==> config.mk <==
export PLATFORM = sky130hd
export DESIGN_NAME = decoder3to8
export DESIGN_NICKNAME = d
export VERILOG_FILES = /design/src/rtl/decoder3to8_pkg.sv /design/src/rtl/decoder3to8.sv
export SDC_FILE = /design/constraint.sdc
export NUM_CORES = 1
export LEC_CHECK = 0
export CAP_MARGIN = 25
export CORE_AREA = 4 4 41 43
export DETAILED_ROUTE_END_ITERATION = 16
export DIE_AREA = 0 0 45 47
export RECOVER_POWER = 100
export SYNTH_ARGS = -nofsm -noshare
export SYNTH_HDL_FRONTEND = slang
export SYNTH_SLANG_ARGS = --single-unit
==> constraint.sdc <==
create_clock -name clk -period 1.1 [get_ports clk]
set_input_delay 0.22 -clock clk [delete_from_list [all_inputs] [get_ports clk]]
set_output_delay 0.22 -clock clk [all_outputs]
set_load 0.1 [all_outputs]
==> src/rtl/decoder3to8_pkg.sv <==
// decoder3to8_pkg
//   Shared widths for the binary-to-one-hot decoder and a small helper that
//   tells whether a vector is all-zero or one-hot (never multi-hot).
//   Used by benches and by any checker that watches decoder outputs.
package decoder3to8_pkg;

    // Default decoder geometry: 3-bit select, 8 one-hot outputs.
    localparam int DEC_N     = 3;
    localparam int DEC_OUT_W = 8;

    // True when at most one bit of v is set. Callers zero-extend their
    // vector to 64 bits, so the helper covers any decoder with N <= 6.
    // An X anywhere in v yields X rather than a false "legal" result.
    function automatic logic is_onehot0(input logic [63:0] v);
        return ((v & (v - 64'd1)) == 64'd0);
    endfunction

endpackage

==> src/rtl/decoder3to8.sv <==
// decoder3to8
//   Binary-to-one-hot decoder with enable, default 3-to-8.
//   Provides a zero-latency combinational decode and a registered copy of it
//   (one cycle later) together with a registered valid flag.
//
//   Outputs are meaningful every cycle; there is no valid/ready handshake and
//   no backpressure. f_valid_q is a plain registered copy of e: when it is 1,
//   f_q holds the one-hot decode captured on the previous edge; when it is 0,
//   f_q is all zeros.
//
// Ports
//   clk        in   1      system clock, rising edge
//   rst        in   1      synchronous, active-high reset (registered path only)
//   e          in   1      enable; 0 forces every output bit low
//   a          in   N      binary select
//   f          out  OUT_W  combinational decode: f[i] = e & (a == i)
//   f_q        out  OUT_W  f registered on clk
//   f_valid_q  out  1      e registered on clk
module decoder3to8
    import decoder3to8_pkg::*;
#(
    parameter int               N       = DEC_N,
    // Derived from N so the output width can never disagree with the select.
    localparam int              OUT_W   = 2**N,
    parameter logic [OUT_W-1:0] RST_VAL = '0
) (
    input  logic             clk,
    input  logic             rst,
    input  logic             e,
    input  logic [N-1:0]     a,
    output logic [OUT_W-1:0] f,
    output logic [OUT_W-1:0] f_q,
    output logic             f_valid_q
);

    // One equality compare per output bit. An X/Z on a or e propagates as X
    // through the compare, so it cannot masquerade as a clean one-hot.
    for (genvar i = 0; i < OUT_W; i++) begin : g_dec
        localparam logic [N-1:0] IDX = N'(i);
        assign f[i] = e & (a == IDX);
    end

    // Output register. Reset clears only this path; f never sees rst.
    always_ff @(posedge clk) begin
        if (rst) begin
            f_q       <= RST_VAL;
            f_valid_q <= 1'b0;
        end else begin
            f_q       <= f;
            f_valid_q <= e;
        end
    end

endmodule

* After elaboration in Yosys (flattened, before gate mapping) *
Cells that the tools add are included.

cells by class
  equality and inequality tests = 7
  bitwise operators = 8
  reduce and logical (&&, ||, !) cells = 1

operators by type and width
  kind                                                                    number
  3-bit equality test (second input constant)                             4
  1-bit bitwise AND                                                       8
  3-bit by 2-bit equality test with 1-bit output (second input constant)  2
  3-bit by 1-bit equality test with 1-bit output (second input constant)  1
  3-bit zero test                                                         1

word-level totals
  bits in registers = 9
  bits of input ports = 6
  word-level logic and storage cells = 18

* Logic depth before layout (Yosys ltp) *
  depth in word-level cells = 2
  gate-level depth with buffers = 2
  depth with buffers taken out = 2

* Worst setup path after synthesis *
Ideal clock, no wire load.

  kind = in2out
  from = in a[2]
  to = out f[0]
  arrival time = 2,428 ps
  data required time = 880 ps
  path slack = -1,548 ps
  cell stages on the path = 2
  buffers on the path = 0
  cell sequence = nand2b_1 > nor3_1

between the ends
  word-level cells in the longest chain between the ends = 2

RTL lines
  element            RTL line           source
  from (decl)        decoder3to8.sv:30  input logic [N-1:0] a,
  3-bit zero test    decoder3to8.sv:40  assign f[i] = e & (a == IDX);
  1-bit bitwise AND  decoder3to8.sv:40
  to (decl)          decoder3to8.sv:31  output logic [OUT_W-1:0] f,

Every way passes these cells.

* Final worst setup path *
Same ends and word-level chain as after synthesis.

==> results.py <==
metrics = {
    "sta": {
        "finalHoldViolations": 0,
        "finalSetupViolations": 0,
        "fmax_ghz": 0.910,
        "post-route-period-util_pct": 99.9,
        "rsz0062_at_grt": "true",
        "maxSlewViolCount": 0,
        "slew_headroom_pct": 86.5,
        "worst_slack_ns": 0.00143,
        "hold_slack_ns": 0.266,
        "worst_pin_slew_ns": 0.203,
        "period_needed_ns": 1.10,
    },
    "synthesis": {
        "synth_area_um2": 302,
        "yosysWarnings": 0,
        "yosysUniqueCellTypes": 9,
        "synth_compound_area_share_pct": 0,
        "ys_ff_latch": 9,
        "yosys.area_share.adder_pct": 0,
        "synth_cells": 33,
        "synth-simple-area-share_pct": 40.2,
        "syn_area_per_cell_um2": 9.14,
        "synth_top_family_by_area": "simple AND/OR/NAND/NOR gates",
        "synth_seq_area_share_pct": 59.8,
        "muxShareOfSynthArea_pct": 0,
        "synth_xor_area_share_pct": 0,
        "syn-num-nets": 39,
    },
    "critical_path": {
        "crit_slowest_cell": "buf_12",
        "worstPathArrival_ns": 0.88,
        "crit_path_cell_trace": "buf_6, nand2b_4, nor3_4, buf_12",
        "max_stage_delay_ns": 0.20,
        "path_max_fanout": 4,
        "crit_type": "input pin to output port",
        "required_ns": 0.88,
        "crit_path_start_kind": "input pin",
        "cp-end-kind": "output port",
    },
    "placement": {
        "port_buffers": 22,
        "gp_congestion": 0.657,
        "hpwl_um": 803,
        "pre_cts_ws_ns": -0.540,
        "place_area_um2": 913,
    },
    "global_route": {
        "antenna_found_initial": 0,
        "grt.total_usage_pct": 10.1,
        "grt_max_degree": 6,
        "grt.overflow.total": 0,
        "grt_pass1_wl_um": 1490,
        "grt_pass1_vias": 360,
    },
    "power_and_ir_drop": {
        "total_power_w": 0.000869,
        "leakagePower_nw": 0.368,
        "p_per_area_nw_per_um2": 1000,
        "worst_ir_drop_vdd_mv": 0.461,
    },
    "cts": {
        "holdBufCountCts": 0,
        "clockRootBuffer": "clkbuf_4",
        "cts_num_sinks": 9,
        "cts_htree_levels": 1,
        "clockBufferDepth": 2,
        "clk_pin_slew_ns": 0.05,
        "cts_buffers": 3,
        "cts_tree": "built",
    },
    "route": {
        "dr.first_iter.drc_count": 1,
        "detail_route.wl_per_cell_um": 11.3,
        "via_per_inst": 4.20,
        "drt-total-wl_um": 963,
        "drc": 0,
        "first_pass_iters": 2,
        "vias": 357,
        "ant_nets": 0,
    },
    "final_layout": {
        "syn_to_final_growth_pct": 188,
        "mostFrequentLayoutCells": "14 x buf_6, 9 x dfxtp_2, 9 x buf_4",
        "nets": 77,
        "final-seq-area_um2": 191,
        "multi_input_area_um2": 230,
        "diodes": 0,
        "fin_area_um2": 867,
        "drive_above_1_share_pct": 82.9,
        "final_common_cell": "buf_6",
        "fill_cells": 114,
    },
    "floorplanning": {
        "die_x_um": 45,
        "ios": 23,
        "placeableCoreArea_um2": 1300,
        "die_h_um": 47,
        "core.rowCount": 13,
        "initial_core_util_pct": 23.2,
        "die_area_um2": 2120,
    },
    "hold_path": {
        "hold_path.class": "input pin to flop",
    },
    "run_status": {
        "status": "finished clean",
    },
    "run": {
        "drv_cap": 0,
    },
}
[worst max-delay path, delay by kind of cell]
| family | cells | cell delay (ns) |
|---|---|---|
| AND/OR/NAND/NOR | 2 | 0.35 |
| buffers and inverters | 2 | 0.31 |
[report_power, final]
group	switching (W)	internal [W]
Clock	0.000102	0.000139
Combinational	0.000180	0.000112
Sequential	0.00000288	0.000334
[synth_stat cells (all sizes together)]
cell type,number,area [µm²]
nor2,12,45.0
dfxtp,9,180
nor3,4,25.0
nand2b,3,18.8
nand2,2,7.51
nand3b,1,7.51
nor2b,1,6.26
or3b,1,11.3
[layer usage]
layer / vias up / GRT usage [%] / routed length [µm]
met5: - / 0 / 0
met4: 0 / 8.77 / 0
met3: 0 / 3.07 / 108
met2: 16 / 19.2 / 545
met1: 160 / 8.28 / 310
li1: 181 / - / -
[area by class of cell]
type / count / share of cell area, %
repair buffers: 33 / 46.2
well taps: 15 / 2.16
clock buffers: 4 / 3.03
multi-input cells: 24 / 26.6
flip-flops and latches: 9 / 22.1
[path summary, 6_finish.rpt]
kind  slack, ns  from                 to  depth (start not counted)
min        0.27  a[0]  f_q[4]$_SDFF_PP0_                          3
max       0.001  a[2]               f[0]                          4
[stage by stage]
stage / setup TNS (ns) / std cells / utilization, %
2_1_floorplan: -0.505 / 33 / -
3_3_place_gp: -5.94 / 81 / 70.2
3_5_place_dp: -6.25 / 81 / 70.2
4_1_cts: -0.0300 / 85 / 73.8
5_1_grt: -0.0252 / 85 / 66.6
6_report: 0 / 85 / 66.6
[sequential cells by signal (all words and copies together), names as in the netlist]
| register | flops |
|---|---|
| f_q | 8 |
| f_valid_q | 1 |
[kinds of logic after synthesis]
group            count (synthesis)
and+or+nand+nor                 24
DFF                              9
[timing repair]
action | CTS | global route
setup buffers | 0 | 1
endpoints found under the setup margin | 13 | 3
gates resized for setup | 26 | 1
pin swaps | 4 | 2
No activity file was read; power rests on OpenSTA's default activity.
